==> config.mk <==
export PLATFORM = sky130hd
export DESIGN_NAME = servo_pwm_gen
export DESIGN_NICKNAME = d
export VERILOG_FILES = /design/src/rtl/servo_pwm_gen.sv
export SDC_FILE = /design/constraint.sdc
export NUM_CORES = 1
export LEC_CHECK = 0
export CELL_PAD_IN_SITES_DETAIL_PLACEMENT = 1
export CELL_PAD_IN_SITES_GLOBAL_PLACEMENT = 1
export CORE_ASPECT_RATIO = 1.1
export CORE_MARGIN = 2
export CORE_UTILIZATION = 51
export DETAILED_ROUTE_END_ITERATION = 10
export PLACE_DENSITY_LB_ADDON = 0.1
export SETUP_SLACK_MARGIN = 0.1
export SLEW_MARGIN = 20
export SYNTH_ARGS = -nofsm -noshare
export SYNTH_HDL_FRONTEND = slang
export SYNTH_SLANG_ARGS = --single-unit
export TNS_END_PERCENT = 50
==> constraint.sdc <==
create_clock -name clock -period 6.1 [get_ports clock]
set_input_delay 1.22 -clock clock [delete_from_list [all_inputs] [get_ports clock]]
set_output_delay 1.22 -clock clock [all_outputs]
set_load 0.01 [all_outputs]
==> src/rtl/servo_pwm_gen.sv <==
// Three-channel hobby-servo PWM generator: shared frame counter, two-stage
// angle-to-width conversion per channel, widths committed only at frame boundaries.
module servo_pwm_gen #(
  parameter int unsigned PERIOD_TICKS  = 2000000,
  parameter int unsigned PULSE_MIN     = 50000,
  parameter int unsigned TICKS_PER_LSB = 111,
  parameter int unsigned ANGLE_MAX     = 1800,
  parameter int unsigned ANGLE_RESET   = 900
) (
  input  logic        clock,
  input  logic        reset_n,
  input  logic [11:0] angle0,
  input  logic [11:0] angle1,
  input  logic [11:0] angle2,
  input  logic        valid0,
  input  logic        valid1,
  input  logic        valid2,
  output logic        pwm0,
  output logic        pwm1,
  output logic        pwm2,
  output logic        frame_start,
  output logic [2:0]  pending,
  output logic [2:0]  clamped
);

  localparam int unsigned NCH   = 3;
  localparam int unsigned ANG_W = 12;
  localparam int unsigned CNT_W = $clog2(PERIOD_TICKS);

  localparam logic [CNT_W-1:0] CNT_LAST  = CNT_W'(PERIOD_TICKS - 1);
  localparam logic [CNT_W-1:0] WIDTH_RST = CNT_W'(PULSE_MIN + ANGLE_RESET * TICKS_PER_LSB);
  localparam logic [ANG_W-1:0] ANG_MAX   = ANG_W'(ANGLE_MAX);

  // Widths always fit the counter because every legal width is below PERIOD_TICKS.
  function automatic logic [CNT_W-1:0] angle_to_width(input logic [ANG_W-1:0] a);
    return CNT_W'(PULSE_MIN + 32'(a) * TICKS_PER_LSB);
  endfunction

  logic [NCH-1:0][ANG_W-1:0] angle_in;
  logic [NCH-1:0]            valid_in;

  assign angle_in = {angle2, angle1, angle0};
  assign valid_in = {valid2, valid1, valid0};

  logic [CNT_W-1:0]          cnt_q, cnt_d;
  logic                      frame_q, frame_d;
  logic [NCH-1:0]            pwm_q, pwm_d;
  logic [NCH-1:0]            s1_vld_q, s1_vld_d;
  logic [NCH-1:0][ANG_W-1:0] ang_q, ang_d;
  logic [NCH-1:0]            clamped_q, clamped_d;
  logic [NCH-1:0]            pending_q, pending_d;
  logic [NCH-1:0][CNT_W-1:0] wpend_q, wpend_d;
  logic [NCH-1:0][CNT_W-1:0] wact_q, wact_d;
  logic                      boundary;

  // Next-state: frame counter, output compare, conversion pipeline and commit.
  always_comb begin
    cnt_d     = cnt_q;
    frame_d   = frame_q;
    pwm_d     = pwm_q;
    s1_vld_d  = s1_vld_q;
    ang_d     = ang_q;
    clamped_d = clamped_q;
    pending_d = pending_q;
    wpend_d   = wpend_q;
    wact_d    = wact_q;

    boundary = (cnt_q == CNT_LAST);
    cnt_d    = boundary ? '0 : cnt_q + CNT_W'(1);
    frame_d  = (cnt_q == '0);

    for (int unsigned n = 0; n < NCH; n++) begin
      pwm_d[n]    = (cnt_q < wact_q[n]);
      s1_vld_d[n] = valid_in[n];

      if (valid_in[n]) begin
        if (angle_in[n] > ANG_MAX) begin
          ang_d[n]     = ANG_MAX;
          clamped_d[n] = 1'b1;
        end else begin
          ang_d[n] = angle_in[n];
        end
      end

      if (boundary && pending_q[n]) begin
        wact_d[n]    = wpend_q[n];
        pending_d[n] = 1'b0;
      end

      // A stage-2 write on the commit edge lands after the commit and stays pending.
      if (s1_vld_q[n]) begin
        wpend_d[n]   = angle_to_width(ang_q[n]);
        pending_d[n] = 1'b1;
      end
    end
  end

  always_ff @(posedge clock or negedge reset_n) begin
    if (!reset_n) begin
      cnt_q     <= '0;
      frame_q   <= 1'b0;
      pwm_q     <= '0;
      s1_vld_q  <= '0;
      ang_q     <= '0;
      clamped_q <= '0;
      pending_q <= '0;
      wpend_q   <= {NCH{WIDTH_RST}};
      wact_q    <= {NCH{WIDTH_RST}};
    end else begin
      cnt_q     <= cnt_d;
      frame_q   <= frame_d;
      pwm_q     <= pwm_d;
      s1_vld_q  <= s1_vld_d;
      ang_q     <= ang_d;
      clamped_q <= clamped_d;
      pending_q <= pending_d;
      wpend_q   <= wpend_d;
      wact_q    <= wact_d;
    end
  end

  assign pwm0        = pwm_q[0];
  assign pwm1        = pwm_q[1];
  assign pwm2        = pwm_q[2];
  assign frame_start = frame_q;
  assign pending     = pending_q;
  assign clamped     = clamped_q;

endmodule

=== Word-level counts from Yosys, hierarchy flattened ===
Cells that the tools add are included.

* RAM bits: 0
* Logic and storage cells: 53
* Input port bits: 41
* Register bits: 196
* Bits in read-only memories: 0
* Output and inout bits: 10
* Memories kept: 0
* Bits in latches: 0

* Multiply operators: 3
* Muxes and demuxes: 10
* Bitwise logic cells: 0
* Shift-type cells: 0
* Reduce and logical (&&, ||, !) cells: 10
* Order comparisons: 6
* Equality and inequality tests: 1
* Div/mod/pow operators: 0
* $add $sub $neg: 4

{| class="wikitable"
|+ Operators by type and width
! cell !! count
|-
| less-than comparator 21 bit || 3
|-
| adder 16 x 19 -> 20 bit (first input constant) || 3
|-
| multiplier 12 x 7 -> 19 bit (second input constant) || 3
|-
| greater-than comparator 12 x 11 -> 1 bit (second input constant) || 3
|-
| two-way mux 12 bit || 3
|-
| adder 21 x 1 -> 21 bit (second input constant) || 1
|-
| == test 21 bit (second input constant) || 1
|-
| zero test 21 bit || 1
|-
| two-way mux 21 bit || 1
|-
| two-way mux 1 bit || 6
|-
| AND reduction 2 bit || 3
|-
| nonzero test 2 bit || 3
|-
| logical AND 1 bit || 3
|}

=== Logic depth before layout (Yosys ltp) ===
Gate-level depths: netlist of the first run.

* Word-level depth: 4
* Gate-level depth with buffers: 17
* Depth with buffers taken out: 16

=== Worst setup path before layout of the first run ===
OpenSTA, ideal clock, no wires.

* Path type: flip-flop to flip-flop
* Start: reg ang_q[8] (netlist name)
* End: reg wpend_q[16] (netlist name)
* Path buffers: 1
* Setup time: 96 ps
* Required time: 6004 ps
* Slack: 1810 ps
* Clock period less this slack: 4290 ps
* Stages on the path, launching flop included: 17
* Arrival time: 4194 ps
* Path through: dfrtp_1 > inv_1 > fa_1 > inv_1 > fa_1 > fa_1 > inv_1 > fa_1 > inv_1 > ha_1 > clkbuf_1 > a21o_1 > o21bai_1 > a221o_1 > a21oi_1 > a21boi_0 > o31ai_1

* Word-level cells in the longest chain between the ends: 2

{| class="wikitable"
|+ RTL lines
! what !! RTL line !! RTL
|-
| start, declared || 49 || <nowiki>logic [NCH-1:0][ANG_W-1:0] ang_q, ang_d;</nowiki>
|-
| start signal, assigned || 114 || <nowiki>ang_q <= ang_d;</nowiki>
|-
| multiplier 12 x 7 -> 19 bit || 36 || <nowiki>return CNT_W'(PULSE_MIN + 32'(a) * TICKS_PER_LSB);</nowiki>
|-
| adder 16 x 19 -> 20 bit || 36 ||
|-
| end signal, assigned || 107 || <nowiki>wpend_q <= {NCH{WIDTH_RST}};</nowiki>
|-
| end signal, assigned || 117 || <nowiki>wpend_q <= wpend_d;</nowiki>
|-
| end, declared || 52 || <nowiki>logic [NCH-1:0][CNT_W-1:0] wpend_q, wpend_d;</nowiki>
|}

No other way between the ends.
A chain may end at the register's enable or synchronous reset.

=== Worst setup path in the final report of the first run ===
Ends and elaborated chain as after synthesis.

==> results.json, run 1 <==
{
  "row_count": 67,
  "diodes": 0,
  "seq_area_frac_synth_pct": 30.6,
  "drt_iter0_markers": 513,
  "ir_drop_uv": 219,
  "synth_area_um2": 15700,
  "numCtsBuffers": 17,
  "power_density_nw_per_um2": 409,
  "ys_warn_count": 0,
  "via_count": 10900,
  "die_w_um": 171,
  "p_leak_nw": 8.70,
  "synth-xor-area-share_pct": 3.29,
  "cts-root-buf": "clkbuf_16",
  "fmax_mhz": 218,
  "synthMuxAreaShare_pct": 7.12,
  "port_buffers": 50,
  "status": "completed",
  "hold_class": "flop to flop",
  "synth_top_family_by_area": "adder cells",
  "finalCriticalPeriod_ps": 4590,
  "met3_usage_pct": 2.87,
  "syn-num-nets": 1910,
  "fin_util_pct": 56.7,
  "wire_per_inst_um": 17.8,
  "nets": 1950,
  "synthAdderAreaFrac_pct": 31.4,
  "die_h_um": 188,
  "worstMarginPinSlew_ps": 939,
  "ys_ff_latch": 190,
  "r2r_start": "ang_q[8]",
  "post_cts_buffers": 0,
  "synthToLayoutAreaGrowth_pct": 9.69,
  "critical_path_class": "flop to flop",
  "end_kind": "flop",
  "yosysUniqueCellTypes": 64,
  "grt_util_met1_pct": 29.8,
  "drt-vias-per-instance": 5.44,
  "antenna_found_initial": 0,
  "routed_wirelength_um": 35600,
  "remaining_drc_errors": 0,
  "synthFlopType": "dfrtp_1",
  "ctsResizeCount": 0,
  "htree_levels": 4,
  "overflow": 0,
  "min_path_cells": 1,
  "dpl.hpwl_um": 28200,
  "hold_viol": 0,
  "dieArea_um2": 32200,
  "ctsLongestPathBuffers": 2,
  "synth_cells": 1537,
  "whs_endpoint": "clamped[1]",
  "clk_pin_slew_ps": 80,
  "place_congestion": 0.847,
  "yosys.area_share.simple_pct": 7.82,
  "timing.rr.end": "wpend_q[16]",
  "skew_ps": 11.5,
  "pin_count": 51,
  "grt.busiest_layer": "met2",
  "clock-sinks": 190,
  "core_area_um2": 30400,
  "cp.required_ps": 6450,
  "slew_headroom_pct": 37.3,
  "avgSynthCellArea_um2": 10.2,
  "fin_crit_sh_pct": 75.2,
  "grt_pass1_vias": 12000,
  "drv_cap": 0,
  "synth_edf_count": 0,
  "start_kind": "flop",
  "fillCellCount": 3359,
  "synth_compound_area_share_pct": 11.4,
  "drtAntennaViolNets": 0,
  "cp_data_arrival_time_ps": 4940,
  "async_reset_ff_share_pct": 100,
  "firstDrtPassIters": 5,
  "slew_violations": 0,
  "drive_above_1_share_pct": 10.4,
  "grt_pass1_wl_um": 60100,
  "worst-path-max-fanout": 8,
  "cts_tree": "yes",
  "reg2reg_slack_ps": 1510,
  "setup_viol": 0,
  "min_from": "clamped[1]",
  "start_util_pct": 51.7,
  "grt_max_degree": 105,
  "rsz0062_at_grt": "false",
  "r2r_cells": 15,
  "timing.setup.tns_ps": 0,
  "met2_usage_pct": 42.2,
  "hold_buffers": 0,
  "gr-usage-all-layers_pct": 23.6,
  "clkLatencyLatePin_ps": 450
}
-- cell usage after synthesis (17+ instances only) --
library cell	count	area (um2)
o21a_1	17	128
a21o_1	46	345
dfstp_2	42	1100
ha_1	227	2840
nand3_1	24	120
a21oi_1	57	285
xor2_1	22	193
nand4_1	22	138
dfrtp_1	148	3700
nor2_1	53	199
clkbuf_1	26	97.6
o21ai_0	63	315
xnor2_1	37	324
nand2_1	78	293
mux2_4	30	450
mux2_2	51	574
inv_1	303	1140
fa_1	105	2100
-- kinds of logic (layout without fill, tap and decap cells) --
family	Yosys count	in the layout
AOI/OAI and AO/OA	275	275
xor gates and xnor gates	59	59
adders and majority gates	332	332
buffers and inverters	339	392
DFF	190	190
muxes	90	90
and+or+nand+nor	252	252
-- worst max-delay path by stage --
stage,start,slack [ps],depth (start not counted),endpoint
floorplan,ang_q[8],1810,16,wpend_q[16]
global placement,ang_q[20],1680,15,wpend_q[38]
detailed placement,ang_q[8],1540,15,wpend_q[16]
CTS,ang_q[8],1480,15,wpend_q[16]
global route,ang_q[8],1250,15,wpend_q[17]
finish,ang_q[8],1510,15,wpend_q[16]
-- sequential cells by signal (all words and copies together), names as in the netlist --
signal and count:
cnt_q 21, pending 3, ang_q 36, wpend_q 60, s1_vld_q 3, clamped 3, pwm_q 3, wact_q 60
frame_start 1
-- cells in the final DEF, fill, tap and decap left out, types with 5 or more instances in the layout --
master,count
inv_1,303
ha_1,227
dfrtp_1,148
fa_1,105
nand2_1,78
o21ai_0,63
a21oi_1,57
nor2_1,53
mux2_2,51
clkdlybuf4s50_1,49
a21o_1,46
dfstp_2,42
xnor2_1,37
mux2_4,30
nand3_1,24
xor2_1,22
nand4_1,22
o21a_1,17
clkbuf_16,17
nor3_1,14
o22ai_1,14
and3_1,12
nor2b_1,9
a211o_1,8
a211oi_1,8
and2_1,7
nor4_1,7
nand2b_1,7
o21bai_1,6
o211ai_1,6
mux2i_1,5
o31ai_1,5
o21ai_1,5
-- critical path, cell delays in order, from the launching register on --
cell,delay (ps)
dfrtp_1,410
inv_1,160
fa_1,560
inv_1,50
fa_1,470
fa_1,580
inv_1,70
fa_1,530
inv_1,40
ha_1,390
a21o_1,220
o21bai_1,170
a221o_1,300
a21oi_1,180
a21boi_0,120
o31ai_1,230
-- stage by stage --
step	hold slack (ps)	std cells	power (mW)	worst slack [ps]	area [um2]
2_1_floorplan	448	1537	4.86	1810	15700
3_3_place_gp	440	1972	5.74	1680	16600
3_5_place_dp	448	1972	5.88	1540	16600
4_1_cts	465	2004	7.15	1480	17200
5_1_grt	486	2004	7.76	1250	17200
6_report	462	2004	7.06	1510	17200
-- power breakdown --
| part | internal [mW] | leakage, nW | switching [mW] | total, mW |
|---|---|---|---|---|
| Clock | 0.668 | 0.303 | 0.536 | 1.20 |
| Combinational | 1.80 | 6.06 | 2.39 | 4.20 |
| Sequential | 1.53 | 2.33 | 0.132 | 1.66 |
-- per-layer routing --
metal,share of wire (%),wire [um]
met1,44,15600
met2,52,18600
met3,1.8,649
met4,2.2,800
met5,0,0
-- area by class of cell --
class	instances	area (um2)	share of cell area [%]
multi-input cells	1008	9600	55.7
repair buffers	55	554	3.21
clock buffers	19	443	2.57
flip-flops and latches	190	4810	27.9
clock inverters	13	178	1.03
inverters	305	1140	6.64
well taps	414	518	3.00
(Power assumes the default switching activity.)
==> run 2: changes to the inputs <==
--- a/config.mk
+++ b/config.mk
@@ -9,7 +9,7 @@
 export CELL_PAD_IN_SITES_GLOBAL_PLACEMENT = 1
 export CORE_ASPECT_RATIO = 1.1
 export CORE_MARGIN = 2
-export CORE_UTILIZATION = 51
+export CORE_UTILIZATION = 46
 export DETAILED_ROUTE_END_ITERATION = 10
 export PLACE_DENSITY_LB_ADDON = 0.1
 export SETUP_SLACK_MARGIN = 0.1
==> constraint.sdc (replaced) <==
create_clock -name clock -period 4.09 [get_ports clock]
set_input_delay 0.818 -clock clock [delete_from_list [all_inputs] [get_ports clock]]
set_output_delay 0.818 -clock clock [all_outputs]
set_load 0.01 [all_outputs]
==> run 2 against run 1 <==
Fmax grew 15%. Global-route usage is 1.5 points lower. Combinational power rose by 120%. Sequential share of layout area fell by 2.8 points. Worst setup slack worse by 1400 ps. Final cell count grew 8.0%. Via count rose by 5.3%. Largest cell class unchanged.
==> results.json, run 2 (synthesis results as in run 1) <==
{
  "pwr-share-comb_pct": 68.5,
  "grt_max_degree": 82,
  "synthToLayoutAreaGrowth_pct": 21.9,
  "ir_drop_uv": 417,
  "via_count": 11500,
  "htree_levels": 4,
  "power_frac_clock_pct": 13.4,
  "routed_wirelength_um": 39500,
  "drt_iter0_markers": 335,
  "ctsLongestPathBuffers": 2,
  "numCtsBuffers": 17,
  "switching_share_pct": 42.6,
  "fillCellCount": 3689,
  "setup_viol": 0,
  "clock-sinks": 190,
  "seq_power_share_pct": 18.1,
  "diodes": 0,
  "start_util_pct": 46.3,
  "fmax_mhz": 250,
  "fin_crit_sh_pct": 97.9,
  "worst-path-max-fanout": 7,
  "final_cell_count_no_fill": 2165,
  "remaining_drc_errors": 0,
  "slew_headroom_pct": 48.7,
  "start_kind": "flop",
  "overflow": 0,
  "skew_ps": 12.4,
  "worstMarginPinSlew_ps": 767,
  "dpl.hpwl_um": 29400,
  "core_area_um2": 33900,
  "clk_pin_slew_ps": 80,
  "status": "completed",
  "nets": 2087,
  "wire_per_inst_um": 18.2,
  "die_h_um": 198,
  "drive_above_1_share_pct": 26.8,
  "cts-root-buf": "clkbuf_16",
  "rsz0062_at_grt": "true",
  "p_total_mw": 13.7,
  "p_leak_nw": 9.40,
  "grt_pass1_wl_um": 62900,
  "fin_util_pct": 56.5,
  "grt_pass1_vias": 12400,
  "port_buffers": 50,
  "place_congestion": 0.851,
  "hold_class": "input pin to async pin",
  "firstDrtPassIters": 6,
  "critical_path_class": "flop to flop",
  "slew_violations": 0,
  "timing.setup.tns_ps": 0,
  "cts_tree": "yes",
  "hold_viol": 0,
  "finalCriticalPeriod_ps": 4010,
  "intPower_mw": 7.84,
  "p_sw_mw": 5.81,
  "final_common_cell": "inv_1",
  "pin_count": 51,
  "cp_data_arrival_time_ps": 4390,
  "power_density_nw_per_um2": 712,
  "end_kind": "flop",
  "drt-vias-per-instance": 5.31,
  "hold_slack_ps": 404,
  "place_inst": 2091,
  "clkLatencyLatePin_ps": 470,
  "drv_cap": 0,
  "reg_top3": "wact_q x60, wpend_q x60, ang_q x36",
  "antenna_found_initial": 0,
  "gr-usage-all-layers_pct": 22.1,
  "drtAntennaViolNets": 0,
  "cp.required_ps": 4480,
  "row_count": 71,
  "final_cell_mix": "inv_1 (261), ha_1 (193), dfrtp_1 (142)",
  "dieArea_um2": 35700,
  "die_w_um": 180
}
## run 2: per-stage QoR
stage	area [um2]	worst slack, ps
CTS	18500	33.1
floorplan	15800	76.4
global placement	17400	-65.5
finish	19200	84.9
detailed placement	17400	-268
global route	19200	-37.5
## run 2: worst paths after layout
kind	startpoint	slack, ps	depth (start not counted)	to
min in group clock	clamped[2]	460	1	clamped[2]
worst max register to register	ang_q[9]	80	14	wpend_q[17]
worst min-delay path	reset_n	400	1	cnt_q[17]
max in group asynchronous	reset_n	2780	2	wact_q[49]
worst min register to register	clamped[2]	460	1	clamped[2]
worst max-delay path	ang_q[9]	80	14	wpend_q[17]
## run 2: final cells by class
class	instances	area [um2]	area share, %
Clock buffer	17	425	2.22
Clock inverter	15	198	1.03
Inverter	305	1150	6.00
Multi-Input combinational cell	1008	10400	54.4
Sequential cell	190	4810	25.1
Tap cell	438	548	2.86
Timing Repair Buffer	192	1600	8.35
## run 2: critical path, stage by stage (launching register included)
cell	delay, ps
dfrtp_1	390
inv_4	70
fa_1	510
inv_1	50
fa_1	460
fa_1	490
inv_1	50
fa_1	490
inv_2	50
ha_4	260
buf_6	120
nand4_1	140
or3_4	360
o2111a_1	240
a221o_1	250
## run 2: power by group through the flow
stage          Combinational, mW  Sequential, mW  Clock, mW
2_1_floorplan               5.07            2.43          0
3_3_place_gp                6.96            2.49          0
3_5_place_dp                7.14            2.51          0
4_1_cts                     8.13            2.47       1.88
5_1_grt                     10.3            2.51       1.94
6_report                    9.35            2.47       1.83
## run 2: metal layers
layer	vias up	track usage [%]	part of all wire, %
li1	5503	-	-
met1	5841	27.4	43
met2	103	40.2	54
met3	39	2.67	1.7
met4	0	6.36	1.7
met5	-	0	0
## run 2: repair_timing
| action | in CTS | in global routing |
|---|---|---|
| pin swaps | 42 | 92 |
| gates resized for setup | 75 | 109 |
| hold buffers | 0 | 0 |
| endpoints found under the setup margin | 26 | 33 |
| endpoints found under the hold margin | 0 | 0 |
| buffers inserted | 15 | 28 |
==> run 3: changes to the inputs <==
==> constraint.sdc (replaced) <==
create_clock -name clock -period 4.09 [get_ports clock]
set_input_delay 0.6135 -clock clock [delete_from_list [all_inputs] [get_ports clock]]
set_output_delay 0.6135 -clock clock [all_outputs]
set_load 0.01 [all_outputs]
==> run 3 against run 2 <==
Wire length grew 3.8%. Fmax shrank 2.1%. Final cell count increased by 0.14%. Clock power fell by 4%. Register-to-register slack worse by 80 ps. Utilization is 0.81 points higher. Count of clock-buffer cells in the layout increased by 2. Worst hold slack worse by 210 ps. Design area grew 1.4%. Combinational power is 7% higher. Largest cell class unchanged.
==> results.json, run 3 (synthesis results as in run 1) <==
{
  "status": "completed",
  "final_cell_area_um2": 19400,
  "numCtsBuffers": 17,
  "gr-usage-all-layers_pct": 22.3,
  "die_h_um": 198,
  "pwr-share-comb_pct": 70.3,
  "cp.required_ps": 4480,
  "pin_count": 51,
  "multi_input_area_um2": 10700,
  "end_kind": "flop",
  "cts_tree": "yes",
  "worst-path-max-fanout": 8,
  "setup.worst_path.start": "ang_q[9]",
  "setup_viol": 0,
  "placed_area_um2": 17400,
  "remaining_drc_errors": 0,
  "die_w_um": 180,
  "clock-sinks": 190,
  "hold_class": "input pin to async pin",
  "ir_drop_uv": 435,
  "reg_top3": "wact_q x60, wpend_q x60, ang_q x36",
  "fin_util_pct": 57.3,
  "p_leak_nw": 9.45,
  "final_common_cell": "inv_1",
  "intPower_mw": 8.11,
  "row_count": 71,
  "start_kind": "flop",
  "overflow": 0,
  "finalCriticalPeriod_ps": 4090,
  "cts-root-buf": "clkbuf_16",
  "htree_levels": 4,
  "critical_path_class": "flop to flop",
  "antenna_found_initial": 0,
  "nets": 2090,
  "hold_slack_ps": 189,
  "drtAntennaViolNets": 0,
  "skew_ps": 12.4,
  "firstDrtPassIters": 4,
  "layout.area.seq_um2": 4810,
  "fin_crit_sh_pct": 100,
  "drt-vias-per-instance": 5.35,
  "synthToLayoutAreaGrowth_pct": 23.7,
  "drv_cap": 0,
  "diodes": 0,
  "hold_viol": 0,
  "rsz0062_at_grt": "true",
  "power_density_nw_per_um2": 731,
  "fmax_mhz": 245,
  "hold_buffers": 0,
  "p_sw_mw": 6.11,
  "start_util_pct": 46.3,
  "slew_headroom_pct": 46.6,
  "ctsLongestPathBuffers": 2,
  "place_congestion": 0.836,
  "drive_above_1_share_pct": 28.0,
  "grt_pass1_vias": 12600,
  "clkLatencyLatePin_ps": 460,
  "grt_max_degree": 88,
  "dpl.hpwl_um": 30100,
  "dieArea_um2": 35700,
  "grt_pass1_wl_um": 63500,
  "routed_wirelength_um": 41000,
  "slew_violations": 0,
  "p_total_mw": 14.2,
  "port_buffers": 50,
  "timing.setup.tns_ps": 0,
  "final_cell_mix": "inv_1 (260), ha_1 (182), dfrtp_1 (142)",
  "clk_pin_slew_ps": 80,
  "cp_data_arrival_time_ps": 4480,
  "switching_share_pct": 43.0,
  "fillCellCount": 3674,
  "via_count": 11600,
  "power_frac_clock_pct": 12.4,
  "wire_per_inst_um": 18.9,
  "r2r_start": "ang_q[9]",
  "worstMarginPinSlew_ps": 799,
  "drt_iter0_markers": 412,
  "core_area_um2": 33900,
  "seq_power_share_pct": 17.3
}
[run 3: cell count changes in the layout (fill, tap and decap cells not counted), sizes merged]
cell      delta
bufinv       -1
clkinvlp     -2
inv          -1
clkinv       +2
clkbuf       +2
buf          +3
[run 3: final timing paths]
check                              end  slack (ps)  depth (start not counted)
min in group clock          clamped[0]         460                          1
min                          cnt_q[15]         190                          1
max reg2reg                wpend_q[17]         0.8                         11
max in group asynchronous   wpend_q[3]        2990                          2
max                        wpend_q[17]         0.8                         11
min reg2reg                 clamped[0]         460                          1
[run 3: repair_timing]
action	CTS	global route
setup endpoints to repair	27	34
gates resized for setup	68	157
setup buffers	16	27
pin swaps	48	107
[run 3: layer usage]
metal / track usage (%) / wire length, um / share of wire (%)
met1: 26.6 / 17100 / 42
met5: 0 / 0 / 0
met3: 2.74 / 688 / 1.7
met2: 42.1 / 22400 / 55
met4: 6.03 / 793 / 1.9
[run 3: worst max-delay path, cell delays in order (launching register included)]
cell and delay, ps:
dfrtp_1 370, inv_2 80, fa_1 560, fa_1 450
fa_1 570, inv_1 50, fa_1 490, ha_4 370
nand4_1 170, or3_4 370, o2111a_1 250, a221o_1 260
[run 3: layout make-up]
| cell class | count | area share [%] |
|---|---|---|
| Sequential cell | 190 | 24.8 |
| Multi-Input combinational cell | 1008 | 55.0 |
| Clock inverter | 13 | 0.785 |
| Timing Repair Buffer | 195 | 8.39 |
| Inverter | 305 | 5.91 |
| Tap cell | 438 | 2.82 |
| Clock buffer | 19 | 2.33 |
[run 3: per-stage QoR]
step	setup WS, ps	cells
final	0.771	2168
after global routing	-100	2168
after CTS	10.3	2141
after detailed placement	-150	2093
after global placement	-42.9	2093
after floorplan	76.4	1537
[run 3: power by group through the flow]
stage	clock network (mW)	registers (mW)	logic, mW
2_1_floorplan	0	2.43	5.07
3_3_place_gp	0	2.49	6.98
3_5_place_dp	0	2.51	7.21
4_1_cts	1.81	2.47	8.09
5_1_grt	1.87	2.51	11.0
6_report	1.76	2.47	10.0
